**src/rtl/regfile_wb_arbiter_pkg.sv**
```systemverilog
// Shared types and constants for the register-file write-back arbiter.
// Holds the result-entry struct and the hold-register update rule.
package regfile_wb_arbiter_pkg;

  localparam int XLEN_DEF = 32;
  localparam int RW       = 5;
  localparam int NREG     = 32;
  localparam int SW       = 4;

  localparam logic [RW-1:0] X0 = 5'd0;

  typedef struct packed {
    logic                valid;
    logic [RW-1:0]       rd;
    logic [XLEN_DEF-1:0] data;
  } wb_entry_t;

  // Flush beats a new transfer, which beats draining.
  function automatic wb_entry_t hold_next(
    input wb_entry_t           q,
    input logic                flush,
    input logic                xfer,
    input logic                gnt,
    input logic [RW-1:0]       rd,
    input logic [XLEN_DEF-1:0] data
  );
    wb_entry_t n;
    n = q;
    if (flush) begin
      n.valid = 1'b0;
    end else if (xfer) begin
      n.valid = 1'b1;
      n.rd    = rd;
      n.data  = data;
    end else if (gnt) begin
      n.valid = 1'b0;
    end
    return n;
  endfunction

endpackage

```
**src/rtl/regfile_wb_arbiter_if.sv**
```systemverilog
// Result channels, issue port and register-file write port
// of the write-back arbiter.
interface regfile_wb_arbiter_if
  import regfile_wb_arbiter_pkg::*;
#(
  parameter int XLEN = XLEN_DEF
);

  logic            i_flush;
  logic            i_ex_valid;
  logic            o_ex_ready;
  logic [RW-1:0]   i_ex_rd;
  logic [XLEN-1:0] i_ex_data;
  logic            i_ld_valid;
  logic            o_ld_ready;
  logic [RW-1:0]   i_ld_rd;
  logic [XLEN-1:0] i_ld_data;
  logic            i_issue_valid;
  logic [RW-1:0]   i_issue_rd;
  logic [RW-1:0]   o_waddr;
  logic [XLEN-1:0] o_wdata;
  logic [NREG-1:0] o_busy;

  modport master (
    output i_flush,
    output i_ex_valid, i_ex_rd, i_ex_data,
    output i_ld_valid, i_ld_rd, i_ld_data,
    output i_issue_valid, i_issue_rd,
    input  o_ex_ready, o_ld_ready,
    input  o_waddr, o_wdata, o_busy
  );

  modport slave (
    input  i_flush,
    input  i_ex_valid, i_ex_rd, i_ex_data,
    input  i_ld_valid, i_ld_rd, i_ld_data,
    input  i_issue_valid, i_issue_rd,
    output o_ex_ready, o_ld_ready,
    output o_waddr, o_wdata, o_busy
  );

endinterface

```
**src/rtl/regfile_scoreboard.sv**
```systemverilog
// Per-register pending-write flags; set on issue, cleared one edge
// after the write port held the register, set wins over clear.
module regfile_scoreboard
  import regfile_wb_arbiter_pkg::*;
(
  input  logic            i_clk,
  input  logic            i_rst_n,
  input  logic            i_flush,
  input  logic            i_set,
  input  logic [RW-1:0]   i_set_rd,
  input  logic [RW-1:0]   i_clr_rd,
  output logic [NREG-1:0] o_busy
);

  logic [NREG-1:0] busy_q, busy_d;

  always_comb begin
    busy_d = busy_q;
    if (i_clr_rd != X0) busy_d[i_clr_rd] = 1'b0;
    if (i_set && i_set_rd != X0) busy_d[i_set_rd] = 1'b1;
    if (i_flush) busy_d = '0;
    busy_d[X0] = 1'b0;
  end

  always_ff @(posedge i_clk or negedge i_rst_n) begin
    if (!i_rst_n) busy_q <= '0;
    else          busy_q <= busy_d;
  end

  assign o_busy = busy_q;

endmodule

```
**src/rtl/regfile_wb_arbiter.sv**
```systemverilog
// Shares the register-file write port between exec and load results,
// with one hold entry per channel and an exec anti-starvation counter.
module regfile_wb_arbiter
  import regfile_wb_arbiter_pkg::*;
#(
  parameter int XLEN       = XLEN_DEF,
  parameter int STARVE_MAX = 3
)(
  input logic                 i_clk,
  input logic                 i_rst_n,
  regfile_wb_arbiter_if.slave bus
);

  wb_entry_t       ex_q, ex_d;
  wb_entry_t       ld_q, ld_d;
  logic [SW-1:0]   starve_q, starve_d;
  logic [RW-1:0]   waddr_q, waddr_d;
  logic [XLEN-1:0] wdata_q, wdata_d;

  logic starved;
  logic gnt_ex, gnt_ld;
  logic ex_rdy, ld_rdy;
  logic ex_xfer, ld_xfer;

  always_comb begin
    starved = (starve_q == SW'(STARVE_MAX));
    gnt_ex  = ex_q.valid && (!ld_q.valid || starved);
    gnt_ld  = ld_q.valid && !gnt_ex;

    // A hold drained this cycle can refill at the same edge.
    ex_rdy  = i_rst_n && !bus.i_flush
              && (!ex_q.valid || gnt_ex);
    ld_rdy  = i_rst_n && !bus.i_flush
              && (!ld_q.valid || gnt_ld);
    ex_xfer = bus.i_ex_valid && ex_rdy;
    ld_xfer = bus.i_ld_valid && ld_rdy;

    ex_d = hold_next(ex_q, bus.i_flush, ex_xfer,
                     gnt_ex, bus.i_ex_rd, bus.i_ex_data);
    ld_d = hold_next(ld_q, bus.i_flush, ld_xfer,
                     gnt_ld, bus.i_ld_rd, bus.i_ld_data);

    waddr_d = X0;
    wdata_d = '0;
    if (!bus.i_flush && gnt_ex) begin
      waddr_d = ex_q.rd;
      wdata_d = ex_q.data;
    end else if (!bus.i_flush && gnt_ld) begin
      waddr_d = ld_q.rd;
      wdata_d = ld_q.data;
    end

    starve_d = starve_q;
    if (bus.i_flush || !ex_q.valid || gnt_ex) begin
      starve_d = '0;
    end else if (gnt_ld && !starved) begin
      starve_d = starve_q + SW'(1);
    end
  end

  always_ff @(posedge i_clk or negedge i_rst_n) begin
    if (!i_rst_n) begin
      ex_q     <= '0;
      ld_q     <= '0;
      starve_q <= '0;
      waddr_q  <= X0;
      wdata_q  <= '0;
    end else begin
      ex_q     <= ex_d;
      ld_q     <= ld_d;
      starve_q <= starve_d;
      waddr_q  <= waddr_d;
      wdata_q  <= wdata_d;
    end
  end

  regfile_scoreboard u_sb (
    .i_clk    (i_clk),
    .i_rst_n  (i_rst_n),
    .i_flush  (bus.i_flush),
    .i_set    (bus.i_issue_valid),
    .i_set_rd (bus.i_issue_rd),
    .i_clr_rd (waddr_q),
    .o_busy   (bus.o_busy)
  );

  assign bus.o_ex_ready = ex_rdy;
  assign bus.o_ld_ready = ld_rdy;
  assign bus.o_waddr    = waddr_q;
  assign bus.o_wdata    = wdata_q;

endmodule
```
**src/flat_wrapper.sv**
```systemverilog
// flat-port wrapper written by rule: the top's interface ports become plain ports
module regfile_wb_arbiter_flat import regfile_wb_arbiter_pkg::*;
#(
  parameter int XLEN       = XLEN_DEF,
  parameter int STARVE_MAX = 3
)
  (i_clk, i_rst_n, bus_i_flush, bus_i_ex_valid, bus_i_ex_rd, bus_i_ex_data, bus_i_ld_valid, bus_i_ld_rd, bus_i_ld_data, bus_i_issue_valid, bus_i_issue_rd, bus_o_ex_ready, bus_o_ld_ready, bus_o_waddr, bus_o_wdata, bus_o_busy);
  regfile_wb_arbiter_if #(.XLEN(XLEN)) bus_i ();
  input logic i_clk;
  input logic i_rst_n;
  input wire logic [$bits(bus_i.i_flush)-1:0] bus_i_flush;
  input wire logic [$bits(bus_i.i_ex_valid)-1:0] bus_i_ex_valid;
  input wire logic [$bits(bus_i.i_ex_rd)-1:0] bus_i_ex_rd;
  input wire logic [$bits(bus_i.i_ex_data)-1:0] bus_i_ex_data;
  input wire logic [$bits(bus_i.i_ld_valid)-1:0] bus_i_ld_valid;
  input wire logic [$bits(bus_i.i_ld_rd)-1:0] bus_i_ld_rd;
  input wire logic [$bits(bus_i.i_ld_data)-1:0] bus_i_ld_data;
  input wire logic [$bits(bus_i.i_issue_valid)-1:0] bus_i_issue_valid;
  input wire logic [$bits(bus_i.i_issue_rd)-1:0] bus_i_issue_rd;
  output wire logic [$bits(bus_i.o_ex_ready)-1:0] bus_o_ex_ready;
  output wire logic [$bits(bus_i.o_ld_ready)-1:0] bus_o_ld_ready;
  output wire logic [$bits(bus_i.o_waddr)-1:0] bus_o_waddr;
  output wire logic [$bits(bus_i.o_wdata)-1:0] bus_o_wdata;
  output wire logic [$bits(bus_i.o_busy)-1:0] bus_o_busy;
  assign bus_i.i_flush = bus_i_flush;
  assign bus_i.i_ex_valid = bus_i_ex_valid;
  assign bus_i.i_ex_rd = bus_i_ex_rd;
  assign bus_i.i_ex_data = bus_i_ex_data;
  assign bus_i.i_ld_valid = bus_i_ld_valid;
  assign bus_i.i_ld_rd = bus_i_ld_rd;
  assign bus_i.i_ld_data = bus_i_ld_data;
  assign bus_i.i_issue_valid = bus_i_issue_valid;
  assign bus_i.i_issue_rd = bus_i_issue_rd;
  assign bus_o_ex_ready = bus_i.o_ex_ready;
  assign bus_o_ld_ready = bus_i.o_ld_ready;
  assign bus_o_waddr = bus_i.o_waddr;
  assign bus_o_wdata = bus_i.o_wdata;
  assign bus_o_busy = bus_i.o_busy;
  regfile_wb_arbiter #(.XLEN(XLEN), .STARVE_MAX(STARVE_MAX)) u_core (.i_clk(i_clk), .i_rst_n(i_rst_n), .bus(bus_i));
endmodule
```
**config.mk**
```make
export PLATFORM = sky130hd
export DESIGN_NAME = regfile_wb_arbiter_flat
export DESIGN_NICKNAME = d
export VERILOG_FILES = /design/src/rtl/regfile_wb_arbiter_pkg.sv /design/src/rtl/regfile_wb_arbiter_if.sv /design/src/rtl/regfile_scoreboard.sv /design/src/rtl/regfile_wb_arbiter.sv /design/src/flat_wrapper.sv
export SDC_FILE = /design/constraint.sdc
export NUM_CORES = 1
export LEC_CHECK = 0
export ABC_AREA = 1
export CAP_MARGIN = 5
export CORE_ASPECT_RATIO = 0.9
export CORE_MARGIN = 5
export CORE_UTILIZATION = 50
export CTS_CLUSTER_SIZE = 28
export DETAILED_ROUTE_END_ITERATION = 12
export PLACE_DENSITY = 0.81
export SYNTH_ARGS = -nofsm -noshare
export SYNTH_HDL_FRONTEND = slang
export SYNTH_SLANG_ARGS = --single-unit
```
**constraint.sdc**
```tcl
create_clock -name i_clk -period 1.78 [get_ports i_clk]
set_input_delay 0.356 -clock i_clk [delete_from_list [all_inputs] [get_ports i_clk]]
set_output_delay 0.356 -clock i_clk [all_outputs]
set_load 0.02 [all_outputs]
```
Word-level counts from Yosys, hierarchy flattened
Index checks and enable logic that the tools add are counted.
{"block": "totals", "regBits": 148, "elab_cells": 69, "output_inout_bits": 71}
{"block": "classes", "eq_ne": 1, "n_mux": 19, "order_cmp": 4, "reduce_logical": 30, "bitwise_logic": 4, "n_addsub": 1}
{"op": "$mux W32", "count": 5}
{"op": "$and A32 B32 Y32", "count": 1}
{"op": "$not A32 Y32", "count": 1}
{"op": "$or A32 B32 Y32", "count": 1}
{"op": "$logic_and A1 B1 Y1", "count": 13}
{"op": "$lt A5 B6 Y1 const B", "count": 2}
{"op": "$demux W1 S5", "count": 2}
{"op": "$ge A5 B1 Y1 const B", "count": 2}
{"op": "$mux W5", "count": 2}
{"op": "$reduce_bool A5 Y1", "count": 2}
{"op": "$mux W1", "count": 8}
{"op": "$mux W4", "count": 2}
{"op": "$reduce_bool A3 Y1", "count": 2}
{"op": "$logic_not A1 Y1", "count": 5}
{"op": "$logic_or A1 B1 Y1", "count": 5}
{"op": "$add A4 B1 Y4 const B", "count": 1}
{"op": "$eq A4 B2 Y1 const B", "count": 1}
{"op": "$reduce_and A2 Y1", "count": 2}
{"op": "$reduce_bool A2 Y1", "count": 1}
{"op": "$not A1 Y1", "count": 1}

Longest topological paths before layout
{"block": "logic_depth", "word_depth": 10, "ltp_mapped": 8}

Cells and area by module
From an unflattened synthesis, not the netlist that was laid out.
{"block": "hier_totals", "cells_unflattened": 708, "area_unflattened_um2": 6378.6}
{"module": "regfile_wb_arbiter", "area_each_um2": 4897.2, "instances": 1, "cells_each": 530}
{"module": "regfile_scoreboard", "area_each_um2": 1481.4, "instances": 1, "cells_each": 178}

Worst setup path after synthesis
No wires, ideal clock.
{"block": "synth_path", "path_type": "reg2out", "from": "register u_core.starve_q[0]", "to": "output bus_o_ld_ready", "t_arrival_ns": 1.234, "n_path_buf": 1, "stages_incl_launch_ff": 6, "setup_slack_ns": 0.190, "path_cell_list": "dfrtp_1 -> ha_1 -> nand4_1 -> clkbuf_1 -> nand2_1 -> inv_1"}
{"block": "synth_between", "elab_chain_cells": 7}
{"item": "start, declared", "line": "regfile_wb_arbiter.sv:16", "rtl": "logic [SW-1:0] starve_q, starve_d;"}
{"item": "start signal, assigned", "line": "regfile_wb_arbiter.sv:71", "rtl": "starve_q <= starve_d;"}
{"item": "$eq A4 B2 Y1", "line": "regfile_wb_arbiter.sv:26", "rtl": "starved = (starve_q == SW'(STARVE_MAX));"}
{"item": "$logic_or A1 B1 Y1", "line": "regfile_wb_arbiter.sv:27", "rtl": "gnt_ex = ex_q.valid && (!ld_q.valid || starved);"}
{"item": "$logic_and A1 B1 Y1", "line": "regfile_wb_arbiter.sv:27"}
{"item": "$logic_not A1 Y1", "line": "regfile_wb_arbiter.sv:28", "rtl": "gnt_ld = ld_q.valid && !gnt_ex;"}
{"item": "$logic_and A1 B1 Y1", "line": "regfile_wb_arbiter.sv:28"}
{"item": "$logic_or A1 B1 Y1", "line": "regfile_wb_arbiter.sv:34", "rtl": "&& (!ld_q.valid || gnt_ld);"}
{"item": "$logic_and A1 B1 Y1", "line": "regfile_wb_arbiter.sv:34"}
{"item": "end, declared", "line": "flat_wrapper.sv:21", "rtl": "output wire logic [$bits(bus_i.o_ld_ready)-1:0] bus_o_ld_ready;"}
Every way passes these cells.

Worst setup path after layout
{"block": "layout_path", "from": "register u_core.starve_q[3]", "to": "output bus_o_ld_ready"}
The elaborated chain is that of the path after synthesis.

==> out/qor.yml <==
outcome: "finished with violations"
violations: "setup timing"
vdd_drop_max_mv: 0.573
synthTopCellsByCount: "nand2_1 (228), dfrtp_1 (148), nand4_1 (112)"
syn_inst: 696
r2r_setup_slack_ns: 0.02
placed_cells: 1001
cts_sinks: 148
finalSetupViolations: 1
hold_buffers: 0
final_util_pct: 70.8
crit_slowest_cell: "dfrtp_1"
rsz0062_at_grt: "yes"
place_congestion: 0.879
routed_wl_um: 18800
clkLatencyLatePin_ns: 0.42
synth_edf_count: 0
swShare_pct: 23.8
p_int_mw: 6.78
layout.nets: 946
worstMarginPinSlew_ns: 1.05
critical_path_class: "register to output pin"
area_delta_synth_final_pct: 40.1
synthTopCellsByArea: "dfrtp_1 (58%), nand2_1 (13%), nand4_1 (11%)"
grt_pass1_vias: 5871
path_cells: "nor2_4 > nand4_1 > nand2_1 > inv_1 > buf_6"
hold_viol: 0
initial_core_util_pct: 50.6
async_flop_share_pct: 100
cts_max_path_buffers: 2
drv_cap: 0
worstPathArrival_ns: 1.42
skew_ns: 0.00757
portBuffers: 154
leakage_nw: 4.51
worstSetupStartpoint: "u_core.starve_q[3]"
yosysTopAreaCell: "dfrtp_1"
p_per_area_mw_per_mm2: 998
fin_crit_sh_pct: 100
drt_iter0_drc: 573
report.final.slew_viol_count: 0
cts.clk_slew.worst_paths_ns: 0.06
crit_path_end_kind: "output pin"
routedWlPerCell_um: 18.1
core-area_mm2: 0.0126
setup_tns_ns: -0.000735
r2r-start: "u_core.starve_q[1]"
syn_area_mm2: 0.00636
synth_top_area_share_pct: 58.2
pwr-share-clk_pct: 44.4
fillerInstances: 934
yosysSeqAreaShare_pct: 58.2
synthDistinctLibCells: 21
synth_nets: 782
fin_ws_ns: -0.000735
synth-main-ff-cell: "dfrtp_1"
diodes: 0
drive_above_1_share_pct: 10.7
cts_made_buffers: 17
die_h_um: 117
crit_end: "bus_o_ld_ready"
row_count: 39
place_hpwl_um: 12500
die-area_mm2: 0.0151
finalCriticalPeriod_ns: 1.78
stdcell_count: 1037
dr.pass1.iters: 6
io_pins: 156
grt_max_degree: 87
rr_worst_depth: 7
ant_nets: 0
h-tree-depth: 4
p_sw_mw: 2.12
cp_slowest_stage_delay_ns: 0.41
crit_required_ns: 1.42
grt_pass1_wl_um: 29100
r2r_end: "u_core.ld_q[16]"
pwr-share-comb_pct: 12.0
synth_warnings: 0
cts-root-buf: "clkbuf_16"
drc_errors: 0
cts_tree: "built"
syn_avg_cell_area_um2: 9.14
yosysMostFrequentCell: "nand2_1"
critPathMaxFanout: 2
synth-seq-cells: 148
via_count: 5930
dieWidth_um: 129
slew-limit-headroom_pct: 29.9
min_path_type: "input port to asynchronous set/reset pin"
overflow: 0
grt_use_total_pct: 24.9
fmax_mhz: 562
antenna_found_initial: 0
power_frac_seq_pct: 43.6
vias_per_cell: 5.72
startpoint_type: "register"
==> power by group through the flow <==
stage / combinational, mW / clock (mW) / sequential, mW
3_3_place_gp: 1.01 / 0 / 3.91
2_1_floorplan: 0.475 / 0 / 3.93
3_5_place_dp: 1.05 / 0 / 3.92
5_1_grt: 1.18 / 4.15 / 3.91
6_report: 1.07 / 3.95 / 3.88
4_1_cts: 1.06 / 3.98 / 3.87
==> per-layer routing <==
metal  routed length, um  up-vias  track usage, %
li1                    -     2720               -
met1                7790     2851            32.3
met2                9110      314            40.3
met3                1440       45            5.81
met4                 467        0            11.0
met5                   0        -               0
==> repair_timing <==
action | CTS | global route
gates cloned | 0 | 1
setup buffers | 0 | 3
gates resized for setup | 16 | 29
setup endpoints to repair | 13 | 123
pin swaps | 2 | 5
==> critical path, delay by kind of cell, from the launching register on <==
kind / cells / cell delay [ns]
buffers and inverters: 2 / 0.17
DFF: 1 / 0.41
and+or+nand+nor: 3 / 0.41
==> cell families (layout without fill, tap and decap cells) <==
kind of cell,after synthesis,count (layout),share of synthesized area [%]
AND/OR/NAND/NOR,408,409,30.2
flip-flops,148,148,58.2
buffers and inverters,73,249,6.13
AO/OA/AOI/OAI,63,63,4.95
XOR/XNOR,2,2,0.275
adder cells (fa/ha/maj),1,1,0.197
other,1,1,0.0589
==> layout by cell type, fill, tap and decap left out <==
| cell type | Yosys | final |
|---|---|---|
| ha_4 | 0 | 1 |
| dlymetal6s2s_1 | 0 | 15 |
| nand3_1 | 47 | 45 |
| clkinvlp_4 | 0 | 1 |
| dlygate4sd2_1 | 0 | 4 |
| bufinv_16 | 0 | 5 |
| xnor2_1 | 1 | 1 |
| clkbuf_8 | 0 | 4 |
| a21oi_1 | 31 | 31 |
| clkbuf_1 | 14 | 2 |
| buf_4 | 16 | 42 |
| clkinv_2 | 0 | 3 |
| nand4_1 | 112 | 112 |
| nand3_4 | 0 | 1 |
| nand2_4 | 0 | 2 |
| nor3_1 | 9 | 9 |
| dfrtp_1 | 148 | 148 |
| nor2_1 | 6 | 5 |
| inv_1 | 17 | 16 |
| conb_1 | 1 | 1 |
| clkbuf_16 | 0 | 17 |
| buf_6 | 4 | 6 |
| buf_12 | 0 | 1 |
| xor2_1 | 1 | 1 |
| nor3_2 | 3 | 3 |
| o21ai_0 | 32 | 32 |
| nand3_2 | 1 | 2 |
| clkdlybuf4s50_1 | 0 | 132 |
| inv_2 | 0 | 1 |
| nand2_1 | 228 | 226 |
| nor2_4 | 2 | 4 |
==> how the worst min path moves through the flow <==
stage | start | end | slack, ns | depth (start not counted)
floorplan | i_rst_n | u_core.bus.o_waddr[0] | 0.06 | 0
global placement | u_core.ex_q[22] | u_core.ex_q[22] | 0.45 | 2
detailed placement | u_core.ex_q[21] | u_core.ex_q[21] | 0.46 | 2
CTS | i_rst_n | u_core.ex_q[5] | 0.14 | 2
global route | i_rst_n | u_core.ex_q[5] | 0.18 | 2
finish | i_rst_n | u_core.ex_q[5] | 0.09 | 2
==> area by class of cell <==
type / count / area, um2 / share of cell area (%)
sequential: 148 / 3700 / 41.5
clock inverter: 9 / 173 / 1.94
inverter: 17 / 63.8 / 0.716
tap: 164 / 205 / 2.30
timing repair buffer: 200 / 1950 / 21.8
clock buffer: 23 / 488 / 5.47
multi-input combinational: 476 / 2330 / 26.2
==> flip-flops by register name (all words and copies together), names as in the netlist <==
signal,count
u_core.bus.o_waddr,5
u_core.bus.o_wdata,32
u_core.ex_q,38
u_core.ld_q,38
u_core.starve_q,4
u_core.u_sb.o_busy,31
==> metrics by stage <==
| stage | power [mW] | hold slack [ns] | setup WS, ns | area (um2) |
|---|---|---|---|---|
| global placement | 4.92 | 0.454 | -0.443 | 8130 |
| global route | 9.24 | 0.178 | -0.0651 | 8910 |
| CTS | 8.91 | 0.141 | -0.0469 | 8790 |
| detailed placement | 4.97 | 0.458 | -0.452 | 8130 |
| finish | 8.89 | 0.0904 | -0.000735 | 8910 |
| floorplan | 4.41 | 0.0604 | 0.190 | 6360 |
(Power assumes the default switching activity.)
==> variant 1 (config.mk and constraints unchanged) <==
Change the package constant `RW` from 5 to 6.
--- a/src/rtl/regfile_wb_arbiter_pkg.sv
+++ b/src/rtl/regfile_wb_arbiter_pkg.sv
@@ -5,3 +5,3 @@
   localparam int XLEN_DEF = 32;
-  localparam int RW       = 5;
+  localparam int RW       = 6;
   localparam int NREG     = 32;
Interface: changed (resized bus_i_ex_rd, bus_i_issue_rd, bus_i_ld_rd and bus_o_waddr); port bits go from 156 to 160. The function was not compared with the original's and may differ.
==> variant 1 against the unedited design <==
  * The run still ends with setup timing left
  * Total power fell by 6.0%
  * Design area rose by 1.9%
  * Worst setup slack got worse by 0.086 ns
  * Clock power fell by 13%
  * Sequential cell count rose by 3
  * Area after synthesis rose by 1.1%
  * Wire length rose by 5.5%
  * Final cell count rose by 4.2%
  * Largest power group is now sequential cells
==> variant 1: results (changes against the unedited design) <==
Run status -> finished with violations (unchanged)
Failing checks -> setup timing (unchanged)
Via count -> 6,081 (was 5,930)
CP Data Arrival Time -> 1.51 ns (was 1.42 ns)
GP Congestion -> 0.851 (was 0.879)
Finish-stage setup viols -> 2 (was 1)
Wl on met1 -> 7.72 mm (was 7.79 mm)
Worst setup margin -> -0.0871 ns (was -0.000735 ns)
Cells after synthesis -> 729 (was 696)
Placed Area -> 8260 um^2 (was 8130 um^2)
Drt pass-1 iters -> 7 (was 6)
Dpl hpwl -> 12.5 mm (about the same)
Leak pwr -> 4.68 nW (was 4.51 nW)
First-pass GRT wire length -> 30.1 mm (was 29.1 mm)
Met3 usage -> 7.89% (was 5.81%)
Initial antenna violation count -> 1 (was 0)
Final TNS setup -> -0.169 ns (was -0.000735 ns)
Fill cell count -> 887 (was 934)
Internal Power -> 0.00633 W (was 0.00678 W)
Sw Ratio -> 24.4% (was 23.8%)
Worst Path Max Fanout -> 3 (was 2)
Synth top cells by count -> nand2_1 (276), dfrtp_1 (151), nand4_1 (79) (was nand2_1 (228), dfrtp_1 (148), nand4_1 (112))
VDD IR-drop max -> 0.660 mV (was 0.573 mV)
Hold Slack -> 0.360 ns (was 0.0904 ns)
Largest net degree at the start of global routing -> 60 (was 87)
Initial drt markers -> 674 (was 573)
Port Buffers -> 158 (was 154)
Min-delay worst type -> input pin to flip-flop (was input pin to async pin)
Top post-synthesis cells by area -> dfrtp_1 (59%), nand2_1 (16%), nand4_1 (7.7%) (was dfrtp_1 (58%), nand2_1 (13%), nand4_1 (11%))
Combinational cell fraction of total power -> 11.7% (was 12.0%)
Vias/cell -> 5.63 (was 5.72)
Met1 Track Usage GR -> 32.6% (was 32.3%)
Synth Area in XOR/XNOR -> 0.272% (was 0.275%)
Nets -> 993 (was 946)
Placed cells -> 1,038 (was 1,001)
Metal2 WL -> 9.66 mm (was 9.11 mm)
Met2 Use GR -> 40.2% (was 40.3%)
Synth Area in Adders -> 0.194% (was 0.197%)
[variant 1: cell count changes after synthesis, moves of 5 or more]
cell / unedited run / this run
nand3_1: 47 / 59
inv_1: 17 / 23
nor2_1: 6 / 16
nand4_1: 112 / 79
buf_4: 16 / 9
o21ai_0: 32 / 27
nand2_1: 228 / 276
[variant 1: cell type report]
| type | count | area (um^2) | share of cell area (%) |
|---|---|---|---|
| Sequential cell | 151 | 3780 | 41.6 |
| Multi-Input combinational cell | 506 | 2380 | 26.2 |
| Timing Repair Buffer | 205 | 2070 | 22.8 |
| Clock buffer | 29 | 531 | 5.84 |
| Tap cell | 164 | 205 | 2.26 |
| Inverter | 23 | 86.3 | 0.951 |
| Clock inverter | 2 | 35.0 | 0.386 |
| Antenna cell | 1 | 2.50 | 0.0276 |
[variant 1: repair_timing]
action | CTS | global route
endpoints found under the hold margin | 5 | 0
pin swaps | 2 | 6
hold buffers | 1 | 0
setup buffers | 3 | 4
cloned | 1 | 2
setup endpoints to repair | 85 | 137
resized for setup | 25 | 28
==> variant 2 (config.mk and constraints unchanged) <==
Made on the original files. Make the reset (`i_rst_n`) synchronous in 2 clocked blocks.
--- a/src/rtl/regfile_scoreboard.sv
+++ b/src/rtl/regfile_scoreboard.sv
@@ -24,3 +24,3 @@
 
-  always_ff @(posedge i_clk or negedge i_rst_n) begin
+  always_ff @(posedge i_clk) begin
     if (!i_rst_n) busy_q <= '0;
--- a/src/rtl/regfile_wb_arbiter.sv
+++ b/src/rtl/regfile_wb_arbiter.sv
@@ -60,3 +60,3 @@
 
-  always_ff @(posedge i_clk or negedge i_rst_n) begin
+  always_ff @(posedge i_clk) begin
     if (!i_rst_n) begin
Behaviour: differs if i_rst_n is asserted again (counterexample within 4 cycles, from zero or initial values and one cycle with i_rst_n low); with i_rst_n held inactive, the same outputs for 10 cycles.
==> variant 2 against the unedited design <==
  * Sequential cell count stayed put
  * Largest cell class unchanged
  * Count of clock-buffer cells in the layout is 1 higher
  * Area after synthesis is 0.41% higher
  * Wire length is 0.51% higher
  * Worst setup slack better by 0.023 ns
  * Largest power group unchanged
  * Total power is 10% lower
  * Non-clock buffer count is 4 lower
  * Design area is 0.66% higher
==> variant 2: results (changes against the unedited design) <==
CTS Buffer Depth -> 2 (unchanged)
Antenna cell count -> 0 (unchanged)
Finish-stage setup viols -> 0 (was 1)
First-pass GRT wire length -> 30.0 mm (was 29.1 mm)
Via count -> 6,476 (was 5,930)
Clock-pin slew on the worst setup and hold paths -> 0.06 ns (about the same)
Min-delay worst type -> input pin to flip-flop (was input pin to async pin)
Initial drt markers -> 597 (was 573)
Synth top cells by count -> nand2_1 (156), dfxtp_1 (148), inv_1 (116) (was nand2_1 (228), dfrtp_1 (148), nand4_1 (112))
Setup WS pre-CTS -> -0.350 ns (was -0.452 ns)
Crit-path max cell delay -> 0.35 ns (was 0.41 ns)
Mapped Avg Cell Area -> 7.14 um^2 (was 9.14 um^2)
Worst Tran Pin Value -> 0.769 ns (was 1.05 ns)
Port Buffers -> 154 (unchanged)
Root buffer cell -> clkbuf_16 (unchanged)
Asr flop ratio synth -> 0% (was 100%)
Drt pass-1 iters -> 5 (was 6)
CP Data Arrival Time -> 1.40 ns (was 1.42 ns)
Top post-synthesis cells by area -> dfxtp_1 (46%), nand2_1 (9.2%), nand4_1 (7.5%) (was dfrtp_1 (58%), nand2_1 (13%), nand4_1 (11%))
Dpl hpwl -> 12.2 mm (was 12.5 mm)
Vias/cell -> 5.28 (was 5.72)
Worst skew pair latency -> 0.43 ns
Critical Path Slowest Stage Cell -> dfxtp_2 (was dfrtp_1)
Placed cells -> 1,193 (was 1,001)
Worst clock skew -> 0.00954 ns (was 0.00757 ns)
Total track usage -> 25.2% (was 24.9%)
Worst Path Max Fanout -> 3 (was 2)
VDD IR-drop max -> 0.702 mV (was 0.573 mV)
Total Power -> 0.00800 W (was 0.00889 W)
Main flop type after synthesis -> dfxtp_1 (was dfrtp_1)
Leak pwr -> 3.77 nW (was 4.51 nW)
Unique cell type count in the Yosys netlist -> 22 (was 21)
Syn nets -> 981 (was 782)
Largest net degree at the start of global routing -> 75 (was 87)
Synth warn -> 0 (unchanged)
Post-Route WL -> 18.9 mm (was 18.8 mm)
H-tree depth -> 4 (unchanged)
Critical path's top delay family -> flip-flops (unchanged)
P_sw -> 0.00181 W (was 0.00212 W)
GP Congestion -> 0.868 (was 0.879)
Number of global-route vias before repair -> 6,282 (was 5,871)
Share of cells above drive strength 1 -> 9.32% (was 10.7%)
CTS Buf Count -> 17 (unchanged)
Run status -> finished clean (was finished with violations)
Sequential share of the synthesized area -> 46.4% (was 58.2%)
Placed Area -> 8280 um^2 (was 8130 um^2)
Nets -> 1,135 (was 946)
Initial antenna violation count -> 0 (unchanged)
variant 2: logic make-up after synthesis:
| family | Yosys count | share of synthesized area [%] |
|---|---|---|
| AO/OA/AOI/OAI | 104 | 8.14 |
| other | 1 | 0.0587 |
| AND/OR/NAND/NOR | 449 | 33.0 |
| adder cells (fa/ha/maj) | 1 | 0.196 |
| flip-flops | 148 | 46.4 |
| buffers and inverters | 192 | 12.3 |
variant 2: through the flow:
step	util, %	TNS (ns)
final	71.3	0
after floorplan	-	0
after detailed placement	65.8	-21.01
after CTS	70.7	-0.0163
after global routing	71.3	-0.0269
after global placement	65.8	-15.09
variant 2: power groups by stage:
stage / logic [W] / registers, W / clock network, W
global placement: 0.000731 / 0.00353 / 0
CTS: 0.000751 / 0.00346 / 0.00380
floorplan: 0.000392 / 0.00353 / 0
global route: 0.000835 / 0.00347 / 0.00397
detailed placement: 0.000745 / 0.00353 / 0
finish: 0.000758 / 0.00346 / 0.00378
variant 2: worst reg2reg max path, stage by stage (launching register included):
cell	delay, ns
dfxtp_2	0.34
ha_4	0.16
nand4_1	0.13
buf_4	0.15
buf_8	0.24
nand3_2	0.14
buf_12	0.20
nand2_1	0.12
clkinv_1	0.06
nor2_1	0.11
variant 2: area by class of cell:
cell class / count / area, um^2
repair buffers: 196 / 1980
multi-input cells: 555 / 2700
fillers: 1040 / 3620
clock buffers: 24 / 512
flip-flops and latches: 148 / 2970
clock inverters: 8 / 120
well taps: 164 / 205
inverters: 131 / 492
variant 2: per-layer routing:
| layer | track usage (%) | up-vias | part of all wire, % |
|---|---|---|---|
| met4 | 10.1 | 0 | 2.2 |
| li1 | - | 3188 | - |
| met3 | 6.31 | 37 | 7.5 |
| met1 | 30.2 | 2980 | 41 |
| met5 | 0 | - | 0 |
| met2 | 43.5 | 271 | 49 |
variant 2: timing repair:
| action | in CTS | in global routing |
|---|---|---|
| setup endpoints to repair | 17 | 49 |
| setup buffers | 0 | 1 |
| gates resized for setup | 14 | 19 |
| pin swaps | 2 | 4 |
variant 2: path summary, 6_finish.rpt:
check | cells after the start | end | start | slack [ns]
worst max-delay path | 5 | bus_o_ld_ready | u_core.starve_q[1] | 0.02
worst min-delay path | 4 | u_core.ld_q[33] | bus_i_ld_valid | 0.46
worst max register to register | 9 | u_core.ld_q[23] | u_core.starve_q[0] | 0.06
worst min register to register | 2 | u_core.u_sb.o_busy[2] | u_core.u_sb.o_busy[2] | 0.47
